**src/rtl/multiplicador_booth.sv**
```systemverilog
// Sequential signed radix-2 Booth multiplier, one step per clock.
// Registered product and a one-cycle listo pulse per result.
module multiplicador_booth #(
  parameter int WIDTH = 8
) (
  input  logic                 clk,
  input  logic                 reset,
  input  logic                 inicio,
  input  logic [WIDTH-1:0]     multiplicando,
  input  logic [WIDTH-1:0]     multiplicador,
  output logic [2*WIDTH-1:0]   producto,
  output logic                 listo,
  output logic                 ocupado
);

  localparam int CW = $clog2(WIDTH + 1);

  typedef enum logic [1:0] {
    IDLE,
    CALC,
    FIN
  } state_t;

  state_t               state_q;
  logic [WIDTH-1:0]     m_q;
  logic [WIDTH-1:0]     q_q;
  logic [WIDTH:0]       acc_q;
  logic                 qm1_q;
  logic [CW-1:0]        cnt_q;
  logic [2*WIDTH-1:0]   prod_q;
  logic                 listo_q;

  logic [WIDTH:0]       m_ext;
  logic [WIDTH:0]       acc_d;

  // Guard bit on Acc keeps -(-2^(WIDTH-1)) representable.
  always_comb begin
    m_ext = {m_q[WIDTH-1], m_q};
    acc_d = acc_q;
    unique case ({q_q[0], qm1_q})
      2'b01:   acc_d = acc_q + m_ext;
      2'b10:   acc_d = acc_q - m_ext;
      default: acc_d = acc_q;
    endcase
  end

  always_ff @(posedge clk or posedge reset) begin
    if (reset) begin
      state_q <= IDLE;
      m_q     <= '0;
      q_q     <= '0;
      acc_q   <= '0;
      qm1_q   <= 1'b0;
      cnt_q   <= '0;
      prod_q  <= '0;
      listo_q <= 1'b0;
    end else begin
      listo_q <= 1'b0;
      unique case (state_q)
        IDLE: begin
          if (inicio) begin
            m_q     <= multiplicando;
            q_q     <= multiplicador;
            acc_q   <= '0;
            qm1_q   <= 1'b0;
            cnt_q   <= CW'(WIDTH);
            state_q <= CALC;
          end
        end
        CALC: begin
          acc_q <= {acc_d[WIDTH], acc_d[WIDTH:1]};
          q_q   <= {acc_d[0], q_q[WIDTH-1:1]};
          qm1_q <= q_q[0];
          cnt_q <= cnt_q - 1'b1;
          if (cnt_q == CW'(1)) begin
            state_q <= FIN;
          end
        end
        FIN: begin
          prod_q  <= {acc_q[WIDTH-1:0], q_q};
          listo_q <= 1'b1;
          state_q <= IDLE;
        end
        default: state_q <= IDLE;
      endcase
    end
  end

  assign producto = prod_q;
  assign listo    = listo_q;
  assign ocupado  = (state_q != IDLE);

endmodule

```
**config.mk**
```make
export PLATFORM = sky130hd
export DESIGN_NAME = multiplicador_booth
export DESIGN_NICKNAME = d
export VERILOG_FILES = /design/src/rtl/multiplicador_booth.sv
export SDC_FILE = /design/constraint.sdc
export NUM_CORES = 1
export LEC_CHECK = 0
export CAP_MARGIN = 20
export CORE_UTILIZATION = 40
export CTS_BUF_LIST = sky130_fd_sc_hd__clkbuf_4 sky130_fd_sc_hd__clkbuf_8 sky130_fd_sc_hd__clkbuf_16
export DETAILED_ROUTE_END_ITERATION = 8
export DONT_BUFFER_PORTS = 1
export HOLD_SLACK_MARGIN = 0.1
export PLACE_DENSITY = 0.53
export REMOVE_ABC_BUFFERS = 1
export SLEW_MARGIN = 20
export SYNTH_ARGS = -nofsm -noshare
export SYNTH_HDL_FRONTEND = slang
export SYNTH_SLANG_ARGS = --single-unit
```
**constraint.sdc**
```tcl
create_clock -name clk -period 4.8 [get_ports clk]
set_clock_uncertainty 0.2 [all_clocks]
set_input_delay 0.48 -clock clk [delete_from_list [all_inputs] [get_ports clk]]
set_output_delay 0.48 -clock clk [all_outputs]
set_load 0.01 [all_outputs]
```
==> results of run 1 <==
[metal layers]
metal | wire, um | vias to the layer above
met5 | 0 | -
met4 | 48 | 0
met3 | 155 | 4
met2 | 2310 | 27
met1 | 2290 | 832
li1 | - | 881
[cells by family (layout without fill, tap and decap cells)]
logic type / Yosys count / count (layout) / synth area share (%)
AND/OR/NAND/NOR: 88 / 88 / 16.0
AO/OA/AOI/OAI: 52 / 52 / 13.0
flip-flops: 48 / 48 / 48.5
buffers and inverters: 24 / 34 / 4.44
multiplexers: 18 / 18 / 8.03
adder cells (fa/ha/maj): 13 / 13 / 6.87
XOR/XNOR: 9 / 9 / 3.18
[Yosys cell counts (2+ instances only)]
cell and n:
sky130_fd_sc_hd__mux2i_1 3, sky130_fd_sc_hd__nor2_1 13, sky130_fd_sc_hd__inv_1 13, sky130_fd_sc_hd__nor3_1 5, sky130_fd_sc_hd__ha_1 12, sky130_fd_sc_hd__clkbuf_1 5
sky130_fd_sc_hd__dfrtp_1 48, sky130_fd_sc_hd__o21a_1 2, sky130_fd_sc_hd__nor3b_1 2, sky130_fd_sc_hd__buf_2 4, sky130_fd_sc_hd__mux2_2 15, sky130_fd_sc_hd__a22oi_1 7
sky130_fd_sc_hd__xor2_1 2, sky130_fd_sc_hd__nand3_1 7, sky130_fd_sc_hd__nand2b_1 4, sky130_fd_sc_hd__nor2b_1 2, sky130_fd_sc_hd__nand2_1 45, sky130_fd_sc_hd__o21ai_0 19
sky130_fd_sc_hd__buf_6 2, sky130_fd_sc_hd__a31oi_1 4, sky130_fd_sc_hd__xnor2_1 7, sky130_fd_sc_hd__a21oi_1 10, sky130_fd_sc_hd__and2_1 2, sky130_fd_sc_hd__and3_1 2
sky130_fd_sc_hd__a211oi_1 3
[through the flow]
stage               worst slack, ns  hold WS, ns  util, %  instances
global placement               1.89        0.281     42.3        317
global route                   1.58        0.105     45.9        337
CTS                            1.83        0.100     45.4        334
finish                         1.84        0.109     45.9        337
floorplan                      2.06        0.257        -        241
detailed placement             1.85        0.288     42.3        317
[flip-flops by register name, summed over array words and instances, names as in the netlist]
name and flops:
acc_q 8, qm1_q 1, q_q 8, listo 1
m_q 8, state_q 2, producto 16, cnt_q 4
[worst max path at each step]
stage | start | endpoint | depth (start not counted)
after global placement | qm1_q | acc_q[7] | 10
after CTS | q_q[0] | acc_q[7] | 9
after detailed placement | q_q[0] | acc_q[7] | 9
final | q_q[0] | acc_q[7] | 9
after global routing | q_q[0] | acc_q[7] | 9
after floorplan | qm1_q | acc_q[7] | 10
[worst register-to-register path, delay by kind of cell, from the launching register on]
kind / cells / cell delay (ns)
mux: 1 / 0.40
flops: 1 / 0.40
xor+xnor: 1 / 0.18
simple gates: 1 / 0.19
fa+ha+maj: 2 / 0.78
compound gates: 4 / 0.65
[area by class of cell]
| class | instances | area [um^2] | area share (%) |
|---|---|---|---|
| multi-input combinational | 180 | 1170 | 42.6 |
| clock buffer | 7 | 90.1 | 3.29 |
| clock inverter | 1 | 7.51 | 0.274 |
| timing repair buffer | 13 | 128 | 4.66 |
| tap | 75 | 93.8 | 3.43 |
| sequential | 48 | 1200 | 43.9 |
| inverter | 13 | 50.0 | 1.83 |
[power by group through the flow]
stage	combinational, mW	sequential (mW)	clock [mW]
floorplan	1.05	0.743	0
global placement	1.27	0.787	0
detailed placement	1.27	0.791	0
CTS	1.28	0.784	0.266
global route	1.45	0.813	0.287
finish	1.27	0.781	0.257
==> PnR_summary.wiki, run 1 <==
{| class="wikitable"
! Metric !! Value
|-
| Status || complete, no violations
|-
| Total negative slack for setup checks || 0 ns
|-
| CP Data Required Time || 4.76 ns
|-
| Antenna violations before repair || 0
|-
| Crit Reg-Reg Endpoint || acc_q[7]
|-
| Number of buffers created by CTS || 5
|-
| Worst hold path depth || 2
|-
| Number of synthesis warnings || 0
|-
| Number of hold buffers added after CTS || 9
|-
| Core box area || 5960 um^2
|-
| Max-slew violation total from the final report || 0
|-
| Initial detailed-routing violation count || 72
|-
| PortBufs || 0
|-
| Family with the most delay on the worst path || adder cells
|-
| First-pass GRT wire length || 8170 um
|-
| TritonCTS clock tree || yes
|-
| Number of filler instances in the final layout || 605
|-
| Root Buffer || sky130_fd_sc_hd__clkbuf_8
|-
| Cell with the biggest individual delay on the critical path || sky130_fd_sc_hd__fa_1
|-
| Met2 routing resource usage after global routing || 27.1%
|-
| Overall power of the completed layout || 2.31 mW
|-
| Via count of the first global-routing pass || 1717
|-
| Slack of the worst reg-to-reg path || 1.84 ns
|-
| Share of flip-flops with an asynchronous set or reset || 100%
|-
| Int Pwr || 1.29 mW
|-
| Post-CTS setup buffer count || 0
|-
| Grt total ovfl || 0
|-
| Sequential share of power || 33.8%
|-
| Clock insertion delay at the later pin of the skew report || 0.30 ns
|-
| Residual DRC || 0
|-
| Post-synthesis instance area || 2480 um^2
|-
| Post-CTS Resized || 0
|-
| Switching part of the total || 44.0%
|-
| Antenna diode count || 0
|-
| Count of flip-flops with a built-in enable after synthesis || 0
|-
| Highest-count cells in the layout ignoring fill and taps || 48 x sky130_fd_sc_hd__dfrtp_1, 45 x sky130_fd_sc_hd__nand2_1, 19 x sky130_fd_sc_hd__o21ai_0
|-
| Distinct cells, synth || 39
|-
| Area share of the largest cell type after synthesis || 48.5%
|-
| CTS Sinks || 48
|-
| Leading register cell type out of synthesis || sky130_fd_sc_hd__dfrtp_1
|-
| Post-Layout Inst Area || 2740 um^2
|-
| Final min period || 2.96 ns
|-
| Reg2reg path depth || 9
|-
| Number of vias after detailed routing || 1744
|-
| Die area || 6510 um^2
|-
| Deepest clock path buffer count || 2
|-
| Most congested layer reported by global routing || met2
|-
| I/O pin cnt || 37
|-
| Final number of setup-violating endpoints || 0
|-
| Final layout net count || 293
|-
| Met1 demand-to-capacity share in global routing || 21.2%
|-
| Min-delay src || multiplicador[5]
|-
| Routed vias/inst || 5.18
|-
| Number of standard cells after synthesis || 252
|-
| Met3 track utilization from global routing || 4.89%
|-
| Proportion of power drawn by the clock network || 11.1%
|-
| Type of the worst setup path || register to register
|-
| Initial Utilization || 41.6%
|-
| Maximum vdd drop || 338 uV
|-
| RR Startpoint || q_q[0]
|-
| Dominant cells by area after synthesis || sky130_fd_sc_hd__dfrtp_1 48%, sky130_fd_sc_hd__mux2_2 6.8%, sky130_fd_sc_hd__nand2_1 6.8%, sky130_fd_sc_hd__ha_1 6.1%, sky130_fd_sc_hd__o21ai_0 3.8%
|-
| Wire length after detailed routing || 4800 um
|-
| Most common cell after layout, fill and taps aside || sky130_fd_sc_hd__dfrtp_1
|-
| Number of H-tree levels || 2
|-
| Clock-pin slew on the worst setup and hold paths || 0.09 ns
|-
| Global-route usage over all layers || 16.5%
|-
| Pin count of the biggest net entering global routing || 49
|-
| Critical-path cell list || ha_1 > mux2_2 > fa_1 > nand2b_1 > a21oi_2 > o21ai_0 > xor2_1 > o311ai_1 > o41ai_1
|-
| Hold endpoint || q_q[5]
|-
| Endpoint type of the worst setup path || register
|-
| Post-DR wirelength/cell || 14.2 um
|-
| Final weighted congestion of routability-driven global placement || 0.818
|-
| Arrival time at the worst endpoint || 2.92 ns
|-
| Buf+Inv Stages, Crit Path || 0
|-
| Switching pwr || 1.02 mW
|-
| Pleak || 1.21 nW
|-
| Maximum cell stage delay along the critical path || 0.42 ns
|-
| Placement-stage cell area || 2520 um^2
|-
| Hold WC Path Type || input port to register
|-
| Horizontal die dimension || 80.7 um
|-
| Number of flip-flops and latches in the synthesized netlist || 48
|-
| Row count || 28
|-
| Setup repair after global routing missed its margin || false
|-
| DP Wirelength || 3360 um
|-
| MaxCap Viol Count || 0
|-
| Worst rel slew slack || 42.7%
|-
| Fraction of layout instances using a drive strength above 1 || 11.1%
|-
| Largest fanout on the critical path || 9
|-
| First-pass DRT Iterations || 4
|-
| Synth-to-layout area growth || 10.5%
|-
| Gate power share || 55.0%
|-
| Final Cycle Share || 61.6%
|-
| Mean cell area of the mapped netlist || 9.83 um^2
|-
| Die Y || 80.7 um
|-
| Number of nets still failing antenna checks after routing || 0
|-
| Dominant cell type by area after synthesis || sky130_fd_sc_hd__dfrtp_1
|-
| Slew @ Worst Pin || 0.860 ns
|-
| Startpoint Class || register
|-
| Maximum achievable frequency || 338 MHz
|-
| Sequential cell area fraction in the yosys report || 48.5%
|-
| Pwr dens || 843 nW/um^2
|-
| Number of endpoints with negative hold slack in the final report || 0
|}
Power figures use the tool's default switching activity.
==> run 2: changes to the inputs <==
Clock period 4.8 ns to 3.1 ns, I/O delays scaled along.
==> run 2 against run 1 <==
Against the previous run:
- global-route usage increased by 0.60 points
- sequential cell count unchanged
- largest cell class unchanged
- register-to-register slack lost 1.6 ns
- sequential power increased by 55%
- power up 60%
==> PnR_summary.wiki, run 2 (synthesis gave the netlist of run 1 again) <==
{| class="wikitable"
! Metric !! Value
|-
| Die area || 6510 um^2
|-
| Global-route usage over all layers || 17.1%
|-
| PortBufs || 0
|-
| Cell with the biggest individual delay on the critical path || sky130_fd_sc_hd__fa_1
|-
| Startpoint Class || register
|-
| Worst rel slew slack || 37.4%
|-
| Number of placed cells counting well taps || 318
|-
| Number of standard cells in the layout, taps in and fillers out || 343
|-
| Grt total ovfl || 0
|-
| Largest fanout on the critical path || 4
|-
| Residual DRC || 0
|-
| DP Wirelength || 3430 um
|-
| Arrival time at the worst endpoint || 2.80 ns
|-
| Critical-path cell list || inv_1 > ha_1 > mux2_2 > fa_1 > nand2b_1 > a21oi_2 > o21ai_0 > xor2_1 > o311ai_1 > o41ai_1
|-
| Setup repair after global routing missed its margin || false
|-
| Post-Route Hold Slack || 0.232 ns
|-
| Routed vias/inst || 5.32
|-
| Core box area || 5960 um^2
|-
| Pin count of the biggest net entering global routing || 49
|-
| First-pass GRT wire length || 8450 um
|-
| Final Cycle Share || 91.4%
|-
| Final min period || 2.83 ns
|-
| Worst Setup Slack, final || 0.267 ns
|-
| Number of filler instances in the final layout || 586
|-
| Post-DR wirelength/cell || 14.6 um
|-
| Die Y || 80.7 um
|-
| Highest-count cells in the layout ignoring fill and taps || 48 x sky130_fd_sc_hd__dfrtp_1, 45 x sky130_fd_sc_hd__nand2_1, 19 x sky130_fd_sc_hd__o21ai_0
|-
| Clock insertion delay at the later pin of the skew report || 0.30 ns
|-
| Pleak || 1.25 nW
|-
| Hold WC Path Type || input port to register
|-
| Pwr dens || 1310 nW/um^2
|-
| CTS Sinks || 48
|-
| I/O pin cnt || 37
|-
| Antenna violations before repair || 0
|-
| First-pass DRT Iterations || 4
|-
| Antenna diode count || 0
|-
| Type of the worst setup path || register to register
|-
| Status || complete, no violations
|-
| Root Buffer || sky130_fd_sc_hd__clkbuf_8
|-
| Slew @ Worst Pin || 0.940 ns
|-
| Initial Utilization || 41.6%
|-
| Maximum cell stage delay along the critical path || 0.42 ns
|-
| Most common cell after layout, fill and taps aside || sky130_fd_sc_hd__dfrtp_1
|-
| Max reg flops || 16
|-
| Footprint of the multi-input gates || 1170 um^2
|-
| Final layout net count || 299
|-
| Max-slew violation total from the final report || 0
|-
| Area taken by flip-flops and latches || 1200 um^2
|-
| Number of endpoints with negative hold slack in the final report || 0
|-
| Maximum vdd drop || 558 uV
|-
| Clock-pin slew on the worst setup and hold paths || 0.09 ns
|-
| TritonCTS clock tree || yes
|-
| Number of buffers created by CTS || 5
|-
| Via count of the first global-routing pass || 1743
|-
| MaxCap Viol Count || 0
|-
| Total negative slack for setup checks || 0 ns
|-
| Setup Slack @ Placement || 0.248 ns
|-
| Initial detailed-routing violation count || 71
|-
| CP Data Required Time || 3.07 ns
|-
| Final number of setup-violating endpoints || 0
|-
| Endpoint type of the worst setup path || register
|-
| Fraction of layout instances using a drive strength above 1 || 11.2%
|-
| Deepest clock path buffer count || 2
|-
| Synth-to-layout area growth || 13.7%
|-
| Post-CTS Resized || 0
|-
| Final weighted congestion of routability-driven global placement || 0.833
|-
| Horizontal die dimension || 80.7 um
|-
| Number of vias after detailed routing || 1824
|-
| Number of nets still failing antenna checks after routing || 0
|-
| Row count || 28
|-
| Post-CTS setup buffer count || 0
|-
| Number of H-tree levels || 2
|-
| Maximum achievable frequency || 353 MHz
|-
| Wire length after detailed routing || 5020 um
|}
run 2: changes by cell type in the layout (fill, tap and decap cells not counted):
cell / change
sky130_fd_sc_hd__buf_4: +1
sky130_fd_sc_hd__bufinv_16: +1
sky130_fd_sc_hd__clkbuf_4: -1
sky130_fd_sc_hd__clkinv_4: +1
sky130_fd_sc_hd__clkinvlp_4: -1
sky130_fd_sc_hd__dlygate4sd3_1: +5
run 2: power by group:
part           switching (mW)  internal [mW]
Sequential              0.283          0.924
Clock                   0.214          0.264
Combinational            1.10          0.901
Total                    1.60           2.09
run 2: per-layer routing:
| layer | global-route usage (%) | wire [um] |
|---|---|---|
| met5 | 0 | 0 |
| met4 | 4.29 | 45 |
| met3 | 4.09 | 254 |
| met2 | 27.9 | 2350 |
| met1 | 22.8 | 2370 |
run 2: timing repair:
action / CTS / global route
hold buffers: 17 / 0
endpoints found under the setup margin: 0 / 0
endpoints found under the hold margin: 64 / 0
run 2: path summary, 6_finish.rpt:
kind                          start    endpoint  slack [ns]  cells after the start
max                          m_q[0]    acc_q[7]        0.27                     10
min                          inicio  state_q[0]        0.23                      2
max reg2reg                  m_q[0]    acc_q[7]        0.27                     10
min reg2reg                cnt_q[3]    cnt_q[3]        0.31                      1
max in group asynchronous     reset      m_q[2]        1.79                      2
min in group asynchronous     reset    cnt_q[1]        0.41                      2
run 2: stage by stage:
stage / total power, mW / cell area (um^2) / utilization (%)
floorplan: 2.78 / 2420 / -
global placement: 3.20 / 2520 / 42.4
CTS: 3.73 / 2820 / 47.3
global route: 4.09 / 2820 / 47.3
finish: 3.69 / 2820 / 47.3
detailed placement: 3.22 / 2520 / 42.4
run 2: critical path: cells and delay by family (launching register included):
kind | cells | cell delay, ns
buf+inv | 1 | 0.09
xor+xnor | 1 | 0.19
fa+ha+maj | 2 | 0.70
mux | 1 | 0.28
flops | 1 | 0.40
simple gates | 1 | 0.19
compound gates | 4 | 0.66
run 2: layout make-up:
cell class | count | area share [%]
Clock buffer | 6 | 2.93
Clock inverter | 2 | 1.38
Inverter | 13 | 1.78
Multi-Input combinational cell | 180 | 41.4
Sequential cell | 48 | 42.6
Tap cell | 75 | 3.33
Timing Repair Buffer | 19 | 6.57
